`src/rtl/mem_bus_arbiter_pkg.sv`:
```
// Shared types and constants for the instruction/data memory arbiter.
//   state_t   : arbiter FSM states
//   GNT_INSTR : grant id for the instruction bus
//   GNT_DATA  : grant id for the data bus
package arb_pkg;

   typedef enum logic [2:0] {
      ST_IDLE,
      ST_BUSY_I,
      ST_BUSY_D,
      ST_DONE_I,
      ST_DONE_D
   } state_t;

   localparam logic GNT_INSTR = 1'b0;
   localparam logic GNT_DATA  = 1'b1;

endpackage

```
`src/rtl/mem_bus_arbiter_if.sv`:
```
// Bundle of the CPU instruction bus, CPU data bus and unified memory port.
//   slave  : arbiter view (takes CPU requests and memory responses, drives acks/strobes)
//   master : environment view (CPU requesters and memory model)
// Signal names keep the i/o prefixes as seen from the arbiter.
interface mem_bus_arbiter_if #(
   parameter int ADDR_W = 32,
   parameter int DATA_W = 32
);
   logic                  iIReq;
   logic [ADDR_W-1:0]     iIAddress;
   logic [DATA_W-1:0]     oIReadData;
   logic                  oIAck;

   logic                  iDReq;
   logic                  iDWrite;
   logic [DATA_W/8-1:0]   iDByteEnable;
   logic [ADDR_W-1:0]     iDAddress;
   logic [DATA_W-1:0]     iDWriteData;
   logic [DATA_W-1:0]     oDReadData;
   logic                  oDAck;

   logic                  oMemReadEnable;
   logic                  oMemWriteEnable;
   logic [DATA_W/8-1:0]   oMemByteEnable;
   logic [ADDR_W-1:0]     oMemAddress;
   logic [DATA_W-1:0]     oMemWriteData;
   logic [DATA_W-1:0]     iMemReadData;
   logic                  iMemReady;

   logic                  oBusy;

   modport slave (
      input  iIReq, iIAddress, iDReq, iDWrite, iDByteEnable, iDAddress, iDWriteData,
             iMemReadData, iMemReady,
      output oIReadData, oIAck, oDReadData, oDAck,
             oMemReadEnable, oMemWriteEnable, oMemByteEnable, oMemAddress, oMemWriteData,
             oBusy
   );

   modport master (
      output iIReq, iIAddress, iDReq, iDWrite, iDByteEnable, iDAddress, iDWriteData,
             iMemReadData, iMemReady,
      input  oIReadData, oIAck, oDReadData, oDAck,
             oMemReadEnable, oMemWriteEnable, oMemByteEnable, oMemAddress, oMemWriteData,
             oBusy
   );

endinterface

```
`src/rtl/mem_bus_arbiter_grant_sel.sv`:
```
// Combinational grant selection between instruction and data requests.
//   iIReq, iDReq : pending requests
//   last_grant   : side granted most recently (round-robin build only)
//   grant_valid  : at least one request pending
//   grant_id     : GNT_INSTR or GNT_DATA
// Macro ARB_ROUND_ROBIN_EN: defined -> a tie goes to the side not granted last;
// undefined -> a tie always goes to DATA.
module arb_grant_sel
   import arb_pkg::*;
(
   input  logic iIReq,
   input  logic iDReq,
`ifdef ARB_ROUND_ROBIN_EN
   input  logic last_grant,
`endif
   output logic grant_valid,
   output logic grant_id
);

   always_comb begin
      grant_valid = iIReq | iDReq;
      grant_id    = GNT_INSTR;
      if (iIReq && iDReq) begin
`ifdef ARB_ROUND_ROBIN_EN
         grant_id = (last_grant == GNT_DATA) ? GNT_INSTR : GNT_DATA;
`else
         grant_id = GNT_DATA;
`endif
      end else if (iDReq) begin
         grant_id = GNT_DATA;
      end
   end

endmodule

```
`src/rtl/mem_bus_arbiter.sv`:
```
// Arbiter sharing one memory port between the CPU instruction bus (read-only)
// and data bus (read/write). One access in flight at a time; each completed
// access returns a one-cycle ack with registered read data.
//   iCLK, iRST : clock, asynchronous active-high reset
//   bus        : mem_bus_arbiter_if.slave (CPU buses, memory port, oBusy)
// Macro ARB_ROUND_ROBIN_EN selects round-robin tie breaking (see arb_grant_sel).
//
// state     | meaning
// ST_IDLE   | waiting for a request, grant taken here
// ST_BUSY_I | instruction read on the memory port, waiting for iMemReady
// ST_BUSY_D | data read/write on the memory port, waiting for iMemReady
// ST_DONE_I | oIAck pulse, requests ignored
// ST_DONE_D | oDAck pulse, requests ignored
module mem_bus_arbiter
   import arb_pkg::*;
#(
   parameter int ADDR_W = 32,
   parameter int DATA_W = 32
)(
   input  logic              iCLK,
   input  logic              iRST,
   mem_bus_arbiter_if.slave  bus
);

   localparam int BE_W = DATA_W / 8;

   state_t              state, state_nxt;
   logic                grant_valid, grant_id, load;
   logic [ADDR_W-1:0]   addr_q;
   logic [DATA_W-1:0]   wdata_q, i_rdata_q, d_rdata_q;
   logic [BE_W-1:0]     be_q;
   logic                wr_q;

`ifdef ARB_ROUND_ROBIN_EN
   logic last_grant;

   always_ff @(posedge iCLK or posedge iRST) begin
      if (iRST)      last_grant <= GNT_INSTR;
      else if (load) last_grant <= grant_id;
   end
`endif

   arb_grant_sel u_grant_sel (
      .iIReq       (bus.iIReq),
      .iDReq       (bus.iDReq),
`ifdef ARB_ROUND_ROBIN_EN
      .last_grant  (last_grant),
`endif
      .grant_valid (grant_valid),
      .grant_id    (grant_id)
   );

   always_ff @(posedge iCLK or posedge iRST) begin
      if (iRST) state <= ST_IDLE;
      else      state <= state_nxt;
   end

   always_comb begin
      state_nxt = state;
      load      = 1'b0;
      case (state)
         ST_IDLE: begin
            if (grant_valid) begin
               load      = 1'b1;
               state_nxt = (grant_id == GNT_DATA) ? ST_BUSY_D : ST_BUSY_I;
            end
         end
         ST_BUSY_I: if (bus.iMemReady) state_nxt = ST_DONE_I;
         ST_BUSY_D: if (bus.iMemReady) state_nxt = ST_DONE_D;
         ST_DONE_I,
         ST_DONE_D: state_nxt = ST_IDLE;
         default:   state_nxt = ST_IDLE;
      endcase
   end

   // Request fields are captured only at the grant edge; write data is left
   // untouched by an instruction grant so it keeps its last value.
   always_ff @(posedge iCLK or posedge iRST) begin
      if (iRST) begin
         addr_q  <= '0;
         wdata_q <= '0;
         be_q    <= '0;
         wr_q    <= 1'b0;
      end else if (load) begin
         if (grant_id == GNT_DATA) begin
            addr_q  <= bus.iDAddress;
            wdata_q <= bus.iDWriteData;
            be_q    <= bus.iDByteEnable;
            wr_q    <= bus.iDWrite;
         end else begin
            addr_q  <= bus.iIAddress;
            be_q    <= '1;
            wr_q    <= 1'b0;
         end
      end
   end

   always_ff @(posedge iCLK or posedge iRST) begin
      if (iRST) begin
         i_rdata_q <= '0;
         d_rdata_q <= '0;
      end else if (bus.iMemReady) begin
         if (state == ST_BUSY_I)           i_rdata_q <= bus.iMemReadData;
         if (state == ST_BUSY_D && !wr_q)  d_rdata_q <= bus.iMemReadData;
      end
   end

   assign bus.oMemReadEnable  = (state == ST_BUSY_I) || (state == ST_BUSY_D && !wr_q);
   assign bus.oMemWriteEnable = (state == ST_BUSY_D) && wr_q;
   assign bus.oMemAddress     = addr_q;
   assign bus.oMemWriteData   = wdata_q;
   assign bus.oMemByteEnable  = be_q;
   assign bus.oIAck           = (state == ST_DONE_I);
   assign bus.oDAck           = (state == ST_DONE_D);
   assign bus.oIReadData      = i_rdata_q;
   assign bus.oDReadData      = d_rdata_q;
   assign bus.oBusy           = (state != ST_IDLE);

endmodule
```
`src/flat_wrapper.sv`:
```
// flat-port wrapper written by rule: the top's interface ports become plain ports
module mem_bus_arbiter_flat import arb_pkg::*;
#(
   parameter int ADDR_W = 32,
   parameter int DATA_W = 32
)
  (iCLK, iRST, bus_iIReq, bus_iIAddress, bus_iDReq, bus_iDWrite, bus_iDByteEnable, bus_iDAddress, bus_iDWriteData, bus_iMemReadData, bus_iMemReady, bus_oIReadData, bus_oIAck, bus_oDReadData, bus_oDAck, bus_oMemReadEnable, bus_oMemWriteEnable, bus_oMemByteEnable, bus_oMemAddress, bus_oMemWriteData, bus_oBusy);
  mem_bus_arbiter_if #(.ADDR_W(ADDR_W), .DATA_W(DATA_W)) bus_i ();
  input  logic iCLK;
  input  logic iRST;
  input wire logic [$bits(bus_i.iIReq)-1:0] bus_iIReq;
  input wire logic [$bits(bus_i.iIAddress)-1:0] bus_iIAddress;
  input wire logic [$bits(bus_i.iDReq)-1:0] bus_iDReq;
  input wire logic [$bits(bus_i.iDWrite)-1:0] bus_iDWrite;
  input wire logic [$bits(bus_i.iDByteEnable)-1:0] bus_iDByteEnable;
  input wire logic [$bits(bus_i.iDAddress)-1:0] bus_iDAddress;
  input wire logic [$bits(bus_i.iDWriteData)-1:0] bus_iDWriteData;
  input wire logic [$bits(bus_i.iMemReadData)-1:0] bus_iMemReadData;
  input wire logic [$bits(bus_i.iMemReady)-1:0] bus_iMemReady;
  output wire logic [$bits(bus_i.oIReadData)-1:0] bus_oIReadData;
  output wire logic [$bits(bus_i.oIAck)-1:0] bus_oIAck;
  output wire logic [$bits(bus_i.oDReadData)-1:0] bus_oDReadData;
  output wire logic [$bits(bus_i.oDAck)-1:0] bus_oDAck;
  output wire logic [$bits(bus_i.oMemReadEnable)-1:0] bus_oMemReadEnable;
  output wire logic [$bits(bus_i.oMemWriteEnable)-1:0] bus_oMemWriteEnable;
  output wire logic [$bits(bus_i.oMemByteEnable)-1:0] bus_oMemByteEnable;
  output wire logic [$bits(bus_i.oMemAddress)-1:0] bus_oMemAddress;
  output wire logic [$bits(bus_i.oMemWriteData)-1:0] bus_oMemWriteData;
  output wire logic [$bits(bus_i.oBusy)-1:0] bus_oBusy;
  assign bus_i.iIReq = bus_iIReq;
  assign bus_i.iIAddress = bus_iIAddress;
  assign bus_i.iDReq = bus_iDReq;
  assign bus_i.iDWrite = bus_iDWrite;
  assign bus_i.iDByteEnable = bus_iDByteEnable;
  assign bus_i.iDAddress = bus_iDAddress;
  assign bus_i.iDWriteData = bus_iDWriteData;
  assign bus_i.iMemReadData = bus_iMemReadData;
  assign bus_i.iMemReady = bus_iMemReady;
  assign bus_oIReadData = bus_i.oIReadData;
  assign bus_oIAck = bus_i.oIAck;
  assign bus_oDReadData = bus_i.oDReadData;
  assign bus_oDAck = bus_i.oDAck;
  assign bus_oMemReadEnable = bus_i.oMemReadEnable;
  assign bus_oMemWriteEnable = bus_i.oMemWriteEnable;
  assign bus_oMemByteEnable = bus_i.oMemByteEnable;
  assign bus_oMemAddress = bus_i.oMemAddress;
  assign bus_oMemWriteData = bus_i.oMemWriteData;
  assign bus_oBusy = bus_i.oBusy;
  mem_bus_arbiter #(.ADDR_W(ADDR_W), .DATA_W(DATA_W)) u_core (.iCLK(iCLK), .iRST(iRST), .bus(bus_i));
endmodule
```
`config.mk`:
```
export PLATFORM = sky130hd
export DESIGN_NAME = mem_bus_arbiter_flat
export DESIGN_NICKNAME = d
export VERILOG_FILES = /design/src/rtl/mem_bus_arbiter_pkg.sv /design/src/rtl/mem_bus_arbiter_if.sv /design/src/rtl/mem_bus_arbiter_grant_sel.sv /design/src/rtl/mem_bus_arbiter.sv /design/src/flat_wrapper.sv
export SDC_FILE = /design/constraint.sdc
export NUM_CORES = 1
export LEC_CHECK = 0
export CAP_MARGIN = 20
export CORE_MARGIN = 2
export CORE_UTILIZATION = 42
export CTS_BUF_LIST = sky130_fd_sc_hd__clkbuf_4
export DETAILED_ROUTE_END_ITERATION = 6
export PLACE_DENSITY = 0.82
export SLEW_MARGIN = 20
export SYNTH_ARGS = -nofsm -noshare
export SYNTH_HDL_FRONTEND = slang
export SYNTH_HIERARCHICAL = 1
export SYNTH_SLANG_ARGS = --single-unit
```
`constraint.sdc`:
```
create_clock -name iCLK -period 5.85 [get_ports iCLK]
set_input_delay 1.4625 -clock iCLK [delete_from_list [all_inputs] [get_ports iCLK]]
set_output_delay 1.4625 -clock iCLK [all_outputs]
set_load 0.03 [all_outputs]
```
* After elaboration in Yosys (flattened, before gate mapping)
Cells that the tools add are included.
Storage, ports and cells: register bits after elaboration 136, input port bits 138, output and inout port bits 137, logic and storage cells 38
Operators by class: eq/ne operators 7, muxes and demuxes 12, bitwise logic cells 1, reductions and logical operators 11
Operators by type and width (number):
- 2-to-1 mux 32 bit | 1
- 2-to-1 mux 3 bit | 3
- one-hot mux 3 bit (3 select lines) | 1
- == test 3 x 2 -> 1 bit (second input constant) | 2
- AND reduction 2 bit | 3
- 2-to-1 mux 1 bit | 5
- 2-to-1 mux 4 bit | 1
- inequality test 2 bit (second input constant) | 2
- == test 3 x 1 -> 1 bit (second input constant) | 1
- == test 3 bit (second input constant) | 1
- logical AND 1 bit | 3
- logical NOT 3 bit | 1
- AND reduction 3 bit | 1
- nonzero test 3 bit | 1
- 2-to-1 mux 2 bit | 1
- inequality test 2 x 1 -> 1 bit (second input constant) | 1
- logical NOT 1 bit | 1
- logical OR 1 bit | 1
- bitwise OR 1 bit | 1

* Depth between registers and ports, before layout
depth after elaboration 5, mapped depth 6, mapped depth without buffers 4

* Modules after synthesis
Netlist, hierarchy kept.
Modules (own cells, without submodules):
- mem_bus_arbiter | times used 1, cells an instance 389, area each 5571.6 um^2
- arb_grant_sel | times used 1, cells an instance 2, area each 10.0 um^2

* Worst setup path after synthesis
Ideal clock, no wire load.
path kind register to output, from register u_core.state[0], to output bus_oMemWriteEnable, data arrival time 1.383 ns, required time 4.388 ns, slack 3.005 ns, stages on the path, launching flop included 4, path through dfrtp_1 > buf_2 > nand2b_1 > nor3_1
On the way: longest elaborated chain between the ends 2
Ends and longest elaborated chain:
- start, declared | RTL line mem_bus_arbiter.sv:27 | state_t state, state_nxt;
- start signal, assigned | RTL line mem_bus_arbiter.sv:55 | else state <= state_nxt;
- == test 3 x 2 -> 1 bit | RTL line mem_bus_arbiter.sv:109 | assign bus.oMemWriteEnable = (state == ST_BUSY_D) && wr_q;
- logical AND 1 bit | RTL line mem_bus_arbiter.sv:109
- end, declared | RTL line flat_wrapper.sv:25 | output wire logic [$bits(bus_i.oMemWriteEnable)-1:0] bus_oMemWriteEnable;
Every way passes these cells.

* Worst setup path after layout
from register u_core.state[0], to output bus_oMemReadEnable
On the way: longest elaborated chain between the ends 3
Ends and longest elaborated chain:
- == test 3 x 2 -> 1 bit | RTL line mem_bus_arbiter.sv:108 | assign bus.oMemReadEnable = (state == ST_BUSY_I) || (state == ST_BUSY_D && !wr_q);
- logical AND 1 bit | RTL line mem_bus_arbiter.sv:108
- logical OR 1 bit (*) | RTL line mem_bus_arbiter.sv:108
- end, declared | RTL line flat_wrapper.sv:24 | output wire logic [$bits(bus_i.oMemReadEnable)-1:0] bus_oMemReadEnable;
Every way passes the cells marked *; elsewhere a longest branch is shown, timed or not.

==> results.md <==
* Status: finished, final reports clean
* GR Util All Layers at 20.6%
* Cts bufs inserted at 17
* Top cell type's share of synthesized area at 61.0%
* Synth Register Bits at 136
* Min cycle time layout at 3.75 ns
* Post-synth top area cell: dfrtp_1
* Vias in the first global route at 4,371
* Final #Nets at 802
* First-pass detailed-route iteration total at 4
* RSZ-0062 raised after global routing: false
* Detailed-route DRC error count at 0
* Min-Delay Path Class: reg2reg
* Design Power at 5.26 mW
* Critical path peak fanout at 9
* Longest Clk Path Bufs at 2
* Syn Nets at 529
* VDD IR max at 0.289 mV
* Hold_sp: u_core/bus.oDReadData[11]$_DFFE_PP0P_
* Setup TNS at 0 ns
* Initial DRC count at 185
* Avg WL per Cell at 16.4 um
* Initial antenna violation count at 1
* Yosys warns at 6
* Final ANT Viol Nets at 0
* Dpl ws at 2.03 ns
* Share of cells above drive strength 1 at 16.1%
* Sw frac at 42.9%
* Critical Path Start: u_core/state[0]$_DFFE_PP0P_
* Lkg Pwr at 3.76 nW
* Via count at 4,089
* Gate Count Post-Synth at 391
* Worst Hold Path EP: u_core/bus.oDReadData[11]$_DFFE_PP0P_
* Worst path required time at 4.39 ns
* Placed cell count at 821
* Synthesized area at 5580 um2
* H-tree depth at 4
* Final setup viols at 0
* Post CTS Setup Buffer Count at 0
* Sequential share of the synthesized area at 61.0%
* IO Port Bufs at 274
* Cell Pwr Density at 603 nW/um2
* CP Capture Type: primary output
* Via density at 4.79
* Crit Reg-Reg Endpoint: u_core/bus.oMemWriteData[1]$_DFFE_PP0P_
* Cell-internal power at 3.00 mW
* Switching power at 2.26 mW
* Die Height at 119 um
* Core Area at 13,100 um2
* Final Max Slew Viols at 0
* Dpl hpwl at 10,400 um
* Clk_skew at 0.0176 ns
* Root Buffer: clkbuf_4
* Type of origin of the critical path: flip-flop
* Critical R2R Launch: u_core/state[1]$_DFFE_PP0P_
* Period utilization at 64.2%
* Count of cells along the worst hold path at 1
* Combinational power share at 56.2%
* First-pass GRT wire length at 22,600 um
* Number of library cell types mapped by synthesis at 30
* Max frequency at 266 MHz
* Post-route insts no fill at 854
* Worst slew margin at 29.8%
* Top-level port count at 275
* Initial core utilization at 42.7%
* Critical path type: reg2out
* Worst r2r path cells at 3
* Row Count at 42
* Pin count of the biggest net entering global routing at 106
* Grt ovf at 0
* Clock share of power at 11.7%
* Die X at 119 um
* Later-pin clock latency in the skew report at 0.53 ns
* Resize count post-CTS at 0
* Top cells by area, synth: dfrtp_1 (61%), mux2_4 (8.1%), mux2_2 (7.1%)
* Worst-Margin Slew at 1.05 ns
* Final worst setup slack at 2.10 ns
* Die area at 14,200 um2
* R2R setup slack at 3.72 ns
* Arrival time of the worst setup path at 2.29 ns
* Syn_area_per_cell at 14.3 um2
* Post-Route WL at 14,000 um
* Layout area overhead at 56.3%
* GPL Wtd Cong at 0.781
* Clk slew on worst S/H paths at 0.12 ns
* Max cap viols at 0
* CTS Sinks at 136
* CTS tree: done
* Cts hold-fix bufs at 0
* Flop pwr share at 32.1%
* Final Hold Fails at 0
==> synthesized netlist by cell type <==
master / number
a2111oi_0: 1
a211oi_1: 1
a21oi_1: 33
buf_1: 1
buf_2: 17
buf_4: 3
buf_6: 3
clkbuf_1: 1
dfrtp_1: 136
inv_1: 7
mux2_1: 31
mux2_2: 35
mux2_4: 30
mux2i_1: 32
nand2_1: 1
nand2_2: 1
nand2b_1: 2
nand2b_4: 1
nand3_1: 1
nor2_1: 35
nor2_2: 1
nor2b_1: 1
nor3_1: 2
nor3_4: 1
nor3b_1: 1
nor4b_4: 1
o21a_1: 1
o21ai_0: 9
or2_1: 1
or3_1: 1
==> layer usage <==
metal,track usage (%),up-vias,share of wire (%)
met5,0,-,0
met4,9.30,0,2.8
met3,7.42,28,8.0
met2,32.9,193,47
met1,25.0,1958,42
li1,-,1910,-
==> cells by family (layout without fill, tap and decap cells) <==
| kind of cell | Yosys count | count (layout) | share of synthesized area [%] |
|---|---|---|---|
| flops | 136 | 136 | 61.0 |
| mux | 128 | 128 | 27.1 |
| simple gates | 50 | 50 | 4.57 |
| compound gates | 45 | 45 | 4.19 |
| buf+inv | 32 | 318 | 3.14 |
| other cells | 0 | 1 | 0 |
==> worst max-delay path, cell delays in order (launching register included) <==
cell and delay, ns:
dfrtp_1 0.50, nand2b_1 0.27, o21a_1 0.21, nor2_1 0.08, clkdlybuf4s50_1 0.72
==> cell type report <==
type / count / area (um2)
clock inverters: 15 / 159
flip-flops and latches: 136 / 3400
fillers: 946 / 4360
diodes: 1 / 2.50
inverters: 7 / 31.3
repair buffers: 279 / 2780
multi-input cells: 223 / 2000
clock buffers: 17 / 128
well taps: 176 / 220
==> power groups by stage <==
stage	registers (mW)	clock network, mW	logic [mW]
2_1_floorplan	2.58	0	0.852
3_3_place_gp	1.69	0	2.92
3_5_place_dp	1.71	0	2.98
4_1_cts	1.69	0.642	2.98
5_1_grt	1.75	0.684	3.10
6_report	1.69	0.616	2.95
==> worst max-delay path by stage <==
| stage | end | slack, ns |
|---|---|---|
| finish | bus_oMemReadEnable | 2.10 |
| global route | bus_oMemReadEnable | 1.90 |
| CTS | bus_oMemReadEnable | 2.03 |
| detailed placement | u_core/bus.oMemWriteData[29]$_DFFE_PP0P_ | 2.03 |
| global placement | u_core/bus.oMemWriteData[9]$_DFFE_PP0P_ | 2.12 |
| floorplan | u_core/bus.oDReadData[0]$_DFFE_PP0P_ | 0.75 |
==> cells in the final DEF (no fill, tap or decap), types with 9 or more instances in the layout <==
cell and n:
a21oi_1 33, clkbuf_4 17, clkdlybuf4s50_1 273, dfrtp_1 136
mux2_1 31, mux2_2 35, mux2_4 30, mux2i_1 32
nor2_1 35, o21ai_0 9
==> metrics by stage <==
| step | instance area [um2] | hold slack (ns) | utilization, % |
|---|---|---|---|
| 4_1_cts | 8720 | 0.505 | 66.6 |
| 3_5_place_dp | 8430 | 0.476 | 64.4 |
| 2_1_floorplan | 5580 | 0.573 | - |
| 6_report | 8720 | 0.498 | 66.7 |
| 5_1_grt | 8720 | 0.521 | 66.7 |
| 3_3_place_gp | 8430 | 0.467 | 64.4 |
==> flip-flops by register name, summed over array words and instances (netlist names) <==
signal / cells
u_core/bus.oDReadData: 32
u_core/bus.oIReadData: 32
u_core/bus.oMemAddress: 32
u_core/bus.oMemWriteData: 32
u_core/bus.oMemByteEnable: 4
u_core/state: 3
u_core/wr_q: 1
(Power assumes the default switching activity.)
